## config.mk

```make
export PLATFORM = sky130hd
export DESIGN_NAME = mask_tx
export DESIGN_NICKNAME = d
export VERILOG_FILES = /design/src/rtl/mask_tx.sv
export SDC_FILE = /design/constraint.sdc
export NUM_CORES = 1
export LEC_CHECK = 0
export ABC_CLOCK_PERIOD_IN_PS = 2300
export CORE_ASPECT_RATIO = 1.5
export CORE_MARGIN = 2
export CORE_UTILIZATION = 45
export DETAILED_ROUTE_END_ITERATION = 12
export PLACE_DENSITY = 0.82
export SLEW_MARGIN = 5
export SYNTH_ARGS = -nofsm -noshare
export SYNTH_HDL_FRONTEND = slang
export SYNTH_SLANG_ARGS = --single-unit
```

## constraint.sdc

```tcl
create_clock -name sys_clk -period 2.3 [get_ports sys_clk]
set_input_delay 0.46 -clock sys_clk [delete_from_list [all_inputs] [get_ports sys_clk]]
set_output_delay 0.46 -clock sys_clk [all_outputs]
set_load 0.05 [all_outputs]
```

## src/rtl/mask_tx.sv

```systemverilog
`default_nettype none
// ============================================================================
// Module   : mask_tx
// Brief    : M-ary ASK transmitter. Frames are split MSB-first into symbols,
//            and each symbol scales the carrier sample for SYM_CYCLES clocks.
// Revision : 1.0 - initial release
// ============================================================================
module mask_tx #(
    parameter int DATA_W       = 16,
    parameter int BITS_PER_SYM = 1,
    parameter int SYM_CYCLES   = 50,
    parameter int SINE_W       = 16,
    parameter int IDLE_MODE    = 0
) (
    input  logic                                  sys_clk,
    input  logic                                  sys_rst,
    input  logic signed [SINE_W-1:0]              sine_val,
    input  logic        [DATA_W-1:0]              data_in,
    input  logic                                  data_valid,
    output logic                                  data_ready,
    output logic signed [SINE_W+BITS_PER_SYM-1:0] mod_out,
    output logic        [BITS_PER_SYM-1:0]        level_out,
    output logic                                  sym_start,
    output logic                                  busy
);

    localparam int c_NSYM  = DATA_W / BITS_PER_SYM;
    localparam int c_CYC_W = (SYM_CYCLES > 1) ? $clog2(SYM_CYCLES) : 1;
    localparam int c_SYM_W = (c_NSYM > 1) ? $clog2(c_NSYM) : 1;
    localparam int c_OUT_W = SINE_W + BITS_PER_SYM;

    localparam logic [c_CYC_W-1:0]      c_CYC_LAST   = c_CYC_W'(SYM_CYCLES - 1);
    localparam logic [c_SYM_W-1:0]      c_SYM_LAST   = c_SYM_W'(c_NSYM - 1);
    localparam logic [BITS_PER_SYM-1:0] c_IDLE_LEVEL = (IDLE_MODE == 0) ? {BITS_PER_SYM{1'b1}}
                                                                          : {BITS_PER_SYM{1'b0}};

    typedef enum logic [0:0] {
        S_IDLE = 1'b0,
        S_SEND = 1'b1
    } state_t;

    state_t                    r_state;
    state_t                    w_state_nxt;
    logic [DATA_W-1:0]         r_shift;
    logic [c_CYC_W-1:0]        r_cyc;
    logic [c_SYM_W-1:0]        r_sym;

    logic                      w_last;
    logic                      w_ready;
    logic                      w_load;
    logic [BITS_PER_SYM-1:0]   w_level;
    logic signed [c_OUT_W-1:0] w_sine_ext;
    logic signed [c_OUT_W-1:0] w_lvl_ext;
    logic signed [c_OUT_W-1:0] w_prod;

    // ------------------------------------------------------------------
    // Control: state register and next-state decode
    // ------------------------------------------------------------------
    always_ff @(posedge sys_clk) begin
        if (sys_rst) begin
            r_state <= S_IDLE;
        end else begin
            r_state <= w_state_nxt;
        end
    end

    always_comb begin
        w_last      = (r_state == S_SEND) && (r_cyc == c_CYC_LAST) && (r_sym == c_SYM_LAST);
        w_ready     = (r_state == S_IDLE) || w_last;
        w_load      = w_ready && data_valid;
        w_state_nxt = r_state;
        case (r_state)
            S_IDLE: begin
                if (data_valid) begin
                    w_state_nxt = S_SEND;
                end
            end
            S_SEND: begin
                if (w_last && !data_valid) begin
                    w_state_nxt = S_IDLE;
                end
            end
            default: w_state_nxt = S_IDLE;
        endcase
    end

    // ------------------------------------------------------------------
    // Symbol sequencing
    // ------------------------------------------------------------------
    always_ff @(posedge sys_clk) begin
        if (sys_rst) begin
            r_shift <= '0;
            r_cyc   <= '0;
            r_sym   <= '0;
        end else if (w_load) begin
            r_shift <= data_in;
            r_cyc   <= '0;
            r_sym   <= '0;
        end else if (r_state == S_SEND) begin
            if (r_cyc == c_CYC_LAST) begin
                r_cyc   <= '0;
                r_shift <= r_shift << BITS_PER_SYM;
                // Wrap at end of frame so a non-power-of-two symbol count never overruns
                r_sym   <= w_last ? '0 : r_sym + 1'b1;
            end else begin
                r_cyc   <= r_cyc + 1'b1;
            end
        end
    end

    // ------------------------------------------------------------------
    // Amplitude scaling: the product always fits in SINE_W+BITS_PER_SYM,
    // so computing directly at output width is exact.
    // ------------------------------------------------------------------
    always_comb begin
        w_level    = (r_state == S_SEND) ? r_shift[DATA_W-1 -: BITS_PER_SYM] : c_IDLE_LEVEL;
        w_sine_ext = {{BITS_PER_SYM{sine_val[SINE_W-1]}}, sine_val};
        w_lvl_ext  = $signed({{SINE_W{1'b0}}, w_level});
        w_prod     = w_sine_ext * w_lvl_ext;
    end

    always_ff @(posedge sys_clk) begin
        if (sys_rst) begin
            mod_out   <= '0;
            level_out <= '0;
            sym_start <= 1'b0;
        end else begin
            mod_out   <= w_prod;
            level_out <= w_level;
            sym_start <= (r_state == S_SEND) && (r_cyc == '0);
        end
    end

    assign data_ready = w_ready;
    assign busy       = (r_state == S_SEND);

endmodule
`default_nettype wire
```

# [After elaboration in Yosys (flattened, before gate mapping)]
# Cells that the tools add are included.
[totals] ff_bits=46 latch_bits=0 ramBits=0 rom_bits=0 output_inout_bits=21 n_memories=0
[classes] addsub=2 multipliers=1 n_div=0 order_cmp=0 eq_ne=2 shifts=0 mux=9 bitwise=1 reduce_logical=13
[ops] cell="$mux W16" n=3
[ops] cell="$mul A16 B2 Y17" n=1
[ops] cell="$add A6 B1 Y6 const B" n=1
[ops] cell="$eq A6 B6 Y1 const B" n=1
[ops] cell="$logic_not A6 Y1" n=1
[ops] cell="$mux W6" n=1
[ops] cell="$logic_and A1 B1 Y1" n=5
[ops] cell="$add A4 B1 Y4 const B" n=1
[ops] cell="$eq A4 B4 Y1 const B" n=1
[ops] cell="$mux W4" n=1
[ops] cell="$reduce_and A2 Y1" n=2
[ops] cell="$reduce_bool A2 Y1" n=2
[ops] cell="$mux W1" n=3
[ops] cell="$pmux W1 S2" n=1
[ops] cell="$reduce_or A2 Y1" n=1
[ops] cell="$logic_not A1 Y1" n=1
[ops] cell="$logic_or A1 B1 Y1" n=1
[ops] cell="$not A1 Y1" n=1

# [Depth between registers and ports, before layout]
# Gate-level depths: netlist (run 1).
[depth] word_depth=7 mapped_depth=8 depth_no_buf=7

# [Worst setup path after synthesis (run 1)]
# Ideal clock, no wire load.
[synth_path] path_type="register to register" start="register r_state, in the netlist busy" end="register r_shift[1]" setup_time_ns=0.091 arrival_time_ns=1.799 path_slack_ns=0.410 stages_incl_launch_ff=6 period_less_slack_ns=1.890 cell_sequence="dfxtp_1 -> or3b_1 -> o22ai_2 -> buf_2 -> nor2_1 -> a311oi_1"
[synth_between] elab_chain_cells=6
[synth_rtl] element="start, declared" line_no="42" rtl="state_t r_state;"
[synth_rtl] element="start signal, assigned" line_no="63" rtl="r_state <= w_state_nxt;"
[synth_rtl] element="$logic_and A1 B1 Y1 (2 in a row)" line_no="68" rtl="w_last = (r_state == S_SEND) && (r_cyc == c_CYC_LAST) && (r_sym == c_SYM_LAST);"
[synth_rtl] element="$logic_or A1 B1 Y1" line_no="69" rtl="w_ready = (r_state == S_IDLE) || w_last;"
[synth_rtl] element="$logic_and A1 B1 Y1" line_no="70" rtl="w_load = w_ready && data_valid;"
[synth_rtl] element="$reduce_bool A2 Y1 (no line)"
[synth_rtl] element="$reduce_and A2 Y1 (no line)"
[synth_rtl] element="end signal, assigned" line_no="96" rtl="r_shift <= data_in;"
[synth_rtl] element="end signal, assigned" line_no="102" rtl="r_shift <= r_shift << BITS_PER_SYM;"
[synth_rtl] element="end, declared" line_no="44" rtl="logic [DATA_W-1:0] r_shift;"
# Several ways; a longest one is shown, not always the timed one.
# A chain may end at the register's enable or synchronous reset.

# [Final worst setup path (run 1)]
[layout_path] start="register r_cyc[1]" end="output port data_ready"
[layout_between] elab_chain_cells=4
[layout_rtl] element="start, declared" line_no="45" rtl="logic [c_CYC_W-1:0] r_cyc;"
[layout_rtl] element="start signal, assigned" line_no="106" rtl="r_cyc <= r_cyc + 1'b1;"
[layout_rtl] element="$eq A6 B6 Y1" line_no="68"
[layout_rtl] element="$logic_and A1 B1 Y1 (2 in a row)" line_no="68"
[layout_rtl] element="$logic_or A1 B1 Y1" line_no="69"
[layout_rtl] element="end, declared" line_no="20" rtl="output logic data_ready,"
# No other way between the ends.

==> summary.txt, run 1 <==
Power
  • Psw: 453 uW
  • IR Drop Worst-Case VDD: 610 uV
  • Internal power: 1.32 mW
  • Seq pwr share: 47.5%
  • Clock power frac: 34.4%
  • Sw frac: 25.6%
  • Gate power share: 18.1%
  • P_leak: 0.913 nW
  • Power Density: 699 nW/um^2

Routing
  • Total Wirelength: 3950 um
  • DR iter-0 viols: 32
  • Remaining antenna violation count: 0
  • Vias/cell: 5.46
  • WL/cell: 13.5 um
  • Drt first pass iters: 4
  • DRC Markers: 0
  • Vias: 1,594

STA
  • Max_slew headroom: 45.1%
  • Layout Skew: 0.00472 ns
  • Slew Viols, Final: 0
  • Worst Max-Slew Pin Slew: 0.823 ns
  • Final WS setup: 0.103 ns
  • Setup violators final: 0
  • RSZ-0062 raised after global routing: no
  • Final min period: 2.20 ns
  • Fin. Hold Viols: 0
  • Final TNS setup: 0 ns
  • FMAX: 455 MHz
  • Final period utilization: 95.5%

Setup path
  • Worst EP required: 1.84 ns
  • Slowest Stage Delay on Critical Path: 0.42 ns
  • CP Class: flip-flop to output pin
  • Critical path peak fanout: 18
  • Setup crit end kind: output pin
  • Crit path cell chain: inv_1 -> ha_1 -> nand3_2 -> o41a_4 -> inv_8 -> buf_12
  • CP max stage cell: o41a_4
  • Critical Path Source Type: flip-flop
  • CP arrival: 1.74 ns

Floorplanning
  • Core ar.: 3920 um^2
  • Starting Density: 46.4%
  • Die width: 55.9 um
  • Die Span Y: 81.9 um
  • Die area: 4580 um^2
  • Standard-cell rows: 28
  • # IOs: 56

Global route
  • Vias in the first global route: 1,631
  • First-pass GRT wire length: 6760 um
  • Overall fraction of global-route tracks in use: 18.8%
  • Largest net degree at the start of global routing: 33
  • Total congestion overflow: 0
  • Initial antenna violation count: 0

Placement
  • Routability Congestion: 0.828
  • Detail Placement HPWL: 2860 um
  • Dpl ws: 0.247 ns
  • PortBufs: 55

Clock tree
  • TritonCTS clock tree: yes
  • Sink Count: 45
  • Clock tree root driver cell: clkbuf_8
  • CTS Buffer Depth: 2
  • Cts hold-fix bufs: 0
  • Clock slew at reported path FFs: 0.08 ns
  • Num CTS Buffers: 5
  • Max H-tree Level: 2
  • Worst-skew pair later-pin latency: 0.29 ns

Synthesis
  • Sequential element share of the synthesized area: 49.5%
  • Post-Syn Nets: 231
  • Cells after synthesis: 192
  • Synth unique cells: 34
  • Synthesized area per cell: 9.48 um^2
  • Cell Area, Synth: 1820 um^2
  • Number of synthesized flops with an enable pin: 0
  • Async SR Flop Fraction: 0%
  • Synth Warn #: 0
  • Register bit count reported by yosys: 45
  • Top_reg_cell synth: dfxtp_1

Final layout
  • Area grow syn2layout: 39.4%
  • Commonest non-fill, non-tap cell in the layout: clkdlybuf4s50_1
  • Layout cells sized above 1: 8.50%
  • ANT cells: 0
  • Fin util: 64.6%
  • Commonest non-fill, non-tap cells in the layout: 53 x clkdlybuf4s50_1, 45 x dfxtp_1, 21 x nor2_1
  • Fin nets: 285

Status
  • Status: complete, no violations

Flow run
  • Max-cap violations: 0

Hold path
  • Worst hold path class: flip-flop to flip-flop
[layout make-up]
cell class	count	area [um^2]
clock inverters	1	30.0
multi-input cells	128	821
inverters	5	26.3
repair buffers	61	616
well taps	45	56.3
clock buffers	7	86.3
fillers	332	1390
flip-flops and latches	45	901
[cell usage after synthesis (2+ instances only)]
cell type / number / share of area [%]
a311oi_1: 14 / 6.7
a21oi_1: 3 / 0.83
nand2_1: 2 / 0.41
xnor2_1: 3 / 1.4
clkbuf_1: 9 / 1.9
buf_4: 2 / 0.83
a2111oi_2: 2 / 1.7
buf_2: 2 / 0.55
nor3_1: 9 / 2.5
nand4_1: 2 / 0.69
ha_1: 4 / 2.8
and2_1: 16 / 5.5
nor2_1: 21 / 4.3
o21ai_0: 15 / 4.1
a31oi_1: 3 / 1.0
inv_1: 4 / 0.83
dfxtp_1: 45 / 50
xor2_1: 4 / 1.9
nand3_1: 17 / 4.7
[worst max-delay path, delay by kind of cell, from the launching register on]
kind,cells,cell delay [ns]
AO/OA/AOI/OAI,1,0.42
AND/OR/NAND/NOR,1,0.14
flip-flops,1,0.33
buffers and inverters,3,0.36
adder cells (fa/ha/maj),1,0.19
[per-layer routing]
layer | up-vias | GRT usage, % | wire, um
met5 | - | 0 | 0
met4 | 0 | 9.29 | 74
met3 | 8 | 6.61 | 222
met2 | 45 | 34.9 | 2070
met1 | 748 | 18.6 | 1570
li1 | 793 | - | -
[timing repair]
item	4_1_cts	5_1_grt
setup buffers	1	0
gates resized for setup	0	1
cloned	0	0
pin swaps	1	0
endpoints found under the setup margin	1	1
[power groups by stage]
stage	Combinational (mW)	Clock [mW]	Sequential [mW]
after floorplan	0.121	0	0.928
after global placement	0.313	0	0.858
after detailed placement	0.318	0	0.860
after CTS	0.321	0.624	0.842
after global routing	0.345	0.657	0.848
final	0.320	0.610	0.842
[flip-flops by register name (all words and copies together) (netlist names)]
signal and count:
r_shift 16, r_sym 4, sym_start 1, busy 1, r_cyc 6, level_out 1, mod_out 16
[cells by family after synthesis]
| group | after synthesis | share of synthesized area [%] |
|---|---|---|
| flops | 45 | 49.5 |
| xor+xnor | 7 | 3.37 |
| simple gates | 75 | 21.3 |
| compound gates | 41 | 17.2 |
| buf+inv | 19 | 5.36 |
| fa+ha+maj | 4 | 2.75 |
| mux | 1 | 0.550 |
[final timing paths]
check | from | to | slack [ns] | cells after the start
worst max-delay path | r_cyc[1] | data_ready | 0.10 | 6
worst max register to register | r_cyc[1] | r_shift[7] | 0.50 | 7
worst min-delay path | r_shift[15] | r_shift[15] | 0.48 | 2
worst min register to register | r_shift[15] | r_shift[15] | 0.48 | 2
[per-stage QoR]
| step | cell area [um^2] | hold slack [ns] | cells | power, mW |
|---|---|---|---|---|
| 6_report | 2540 | 0.482 | 292 | 1.77 |
| 5_1_grt | 2540 | 0.524 | 292 | 1.85 |
| 4_1_cts | 2530 | 0.489 | 292 | 1.79 |
| 3_5_place_dp | 2410 | 0.477 | 283 | 1.18 |
| 3_3_place_gp | 2410 | 0.470 | 283 | 1.17 |
| 2_1_floorplan | 1820 | 0.447 | 192 | 1.05 |
Note: power is estimated with default switching activity, not from simulation.
==> inputs of run 2 (changes only) <==
--- a/config.mk
+++ b/config.mk
@@ -8,9 +8,10 @@
 export ABC_CLOCK_PERIOD_IN_PS = 2300
 export CORE_ASPECT_RATIO = 1.5
 export CORE_MARGIN = 2
-export CORE_UTILIZATION = 45
+export CORE_UTILIZATION = 24
 export DETAILED_ROUTE_END_ITERATION = 12
-export PLACE_DENSITY = 0.82
+export PLACE_DENSITY = 0.52
+export RECOVER_POWER = 25
 export SLEW_MARGIN = 5
 export SYNTH_ARGS = -nofsm -noshare
 export SYNTH_HDL_FRONTEND = slang
==> summary.txt, run 2 (synthesis results as in run 1) <==
Routing
  • WL/cell: 12.4 um (-8.4%)
  • DR iter-0 viols: 74 (+130%)
  • DRC Markers: 0 (unchanged)
  • Vias/cell: 4.50 (-18%)
  • Total Wirelength: 4310 um (+9.2%)
  • Drt first pass iters: 6 (+2)
  • Remaining antenna violation count: 0 (unchanged)
  • Vias: 1,565 (-1.8%)

Global route
  • Total congestion overflow: 0 (unchanged)
  • Largest net degree at the start of global routing: 29 (-12%)
  • Vias in the first global route: 1,728 (+5.9%)
  • Overall fraction of global-route tracks in use: 11.8% (-7.0 points)
  • First-pass GRT wire length: 7910 um (+17%)
  • Initial antenna violation count: 0 (unchanged)

Final layout
  • Register area: 901 um^2 (unchanged)
  • Commonest non-fill, non-tap cells in the layout: 52 x clkdlybuf4s50_1, 45 x dfxtp_1, 21 x nor2_1
  • Layout Cells excl Fill: 348 (+19%)
  • Area grow syn2layout: 41.3%
  • Layout cells sized above 1: 7.66% (-0.84 points)
  • Area occupied by multi-input gates: 815 um^2 (-0.76%)
  • Commonest non-fill, non-tap cell in the layout: clkdlybuf4s50_1
  • Top Registers: mod_out x16, r_shift x16, r_cyc x6
  • Fin nets: 286 (+0.35%)
  • Fillers: 758 (+130%)
  • ANT cells: 0 (unchanged)

Placement
  • Routability Congestion: 0.795 (-4.0%)
  • Dpl ws: 0.247 ns (-0.000209 ns)
  • Detail Placement HPWL: 3130 um (+9.4%)
  • Placed insts: 339 (+20%)
  • PortBufs: 55 (unchanged)

Floorplanning
  • Die area: 8310 um^2 (+81%)
  • # IOs: 56 (unchanged)
  • Standard-cell rows: 38 (+36%)
  • Core ar.: 7270 um^2 (+85%)
  • Starting Density: 25.0% (-21 points)
  • Die width: 75.1 um (+34%)
  • Die Span Y: 111 um (+35%)

Setup path
  • Critical Path Source Type: flip-flop
  • R2R setup slack: 0.41 ns (-0.09 ns)
  • Setup crit end kind: output pin
  • CP arrival: 1.73 ns (about the same)
  • Worst EP required: 1.84 ns (about the same)
  • CP Class: flip-flop to output pin
  • Critical path peak fanout: 18 (unchanged)

STA
  • Fin. Hold Viols: 0 (unchanged)
  • RSZ-0062 raised after global routing: no
  • Final TNS setup: 0 ns (unchanged)
  • Worst Max-Slew Pin Slew: 0.871 ns (+0.0481 ns)
  • FMAX: 457 MHz (+0.29%)
  • Final period utilization: 95.2% (-0.28 points)
  • Slew Viols, Final: 0 (unchanged)
  • Layout Skew: 0.00612 ns (+0.00140 ns)
  • Max_slew headroom: 41.9% (-3.2 points)
  • Final min period: 2.19 ns (-0.00639 ns)
  • Final WS setup: 0.110 ns (+0.00639 ns)
  • Setup violators final: 0 (unchanged)

Hold path
  • Worst hold path class: flip-flop to flip-flop

Power
  • Gate power share: 19.6% (+1.5 points)
  • Power Density: 637 nW/um^2 (-8.8%)
  • Internal power: 1.18 mW (-11%)
  • IR Drop Worst-Case VDD: 458 uV (-25%)
  • P_leak: 0.892 nW (-2.4%)
  • Clock power frac: 29.1% (-5.3 points)
  • Psw: 459 uW (+1.3%)
  • Sw frac: 28.0% (+2.5 points)
  • Seq pwr share: 51.4% (+3.9 points)

Clock tree
  • CTS Buffer Depth: 2 (unchanged)
  • Sink Count: 45 (unchanged)
  • Clock tree root driver cell: clkbuf_8
  • Worst-skew pair later-pin latency: 0.29 ns (about the same)
  • TritonCTS clock tree: yes
  • Num CTS Buffers: 5 (unchanged)
  • Max H-tree Level: 2 (unchanged)
  • Clock slew at reported path FFs: 0.08 ns (about the same)

Flow run
  • Max-cap violations: 0 (unchanged)

Status
  • Status: complete, no violations
[run 2: cell count changes in the layout (fill, tap and decap cells not counted), sizes merged]
cell,previous run,this run
clkdlybuf4s50,53,52
clkinvlp,0,1
bufinv,1,0
dlygate4sd3,0,1
clkbuf,7,8
[run 2: worst paths after layout]
check / cells past startpoint / endpoint / start
max: 5 / data_ready / r_sym[0]
min: 2 / r_shift[3] / r_shift[3]
max reg2reg: 5 / r_shift[2] / busy
min reg2reg: 2 / r_shift[3] / r_shift[3]
[run 2: worst max-delay path, cell delays in order, from the launching register on]
cell and delay (ns):
dfxtp_1 0.38, ha_1 0.18, nand3_1 0.11, o41a_4 0.48, inv_8 0.13, buf_12 0.14
[run 2: power groups by stage]
| stage | logic [mW] | registers (mW) | clock network, mW |
|---|---|---|---|
| floorplan | 0.121 | 0.928 | 0 |
| global placement | 0.323 | 0.859 | 0 |
| detailed placement | 0.323 | 0.860 | 0 |
| CTS | 0.327 | 0.842 | 0.496 |
| global route | 0.350 | 0.847 | 0.534 |
| finish | 0.320 | 0.842 | 0.476 |
[run 2: layout make-up]
type,instances,area share (%)
tap,100,4.87
sequential,45,35.1
multi-input combinational,128,31.7
timing repair buffer,62,24.1
clock buffer,7,2.97
inverter,5,1.02
clock inverter,1,0.292
[run 2: layer usage]
layer	wire (um)	global-route usage, %
met2	2190	19.1
met1	1840	14.7
met5	0	0
met4	85	4.52
met3	191	3.10
[run 2: through the flow]
step | hold slack (ns) | cell area (um^2) | power [mW] | util (%)
final | 0.496 | 2570 | 1.64 | 35.3
after global routing | 0.527 | 2570 | 1.73 | 35.3
after CTS | 0.503 | 2580 | 1.67 | 35.4
after detailed placement | 0.490 | 2490 | 1.18 | 34.2
after global placement | 0.468 | 2490 | 1.18 | 34.2
after floorplan | 0.447 | 1820 | 1.05 | -
[run 2: timing repair]
item / 4_1_cts / 5_1_grt
setup buffers: 1 / 0
resized for setup: 0 / 1
hold buffers: 0 / 0
endpoints found under the setup margin: 1 / 1
hold endpoints to repair: 0 / 0
pin swaps: 1 / 0
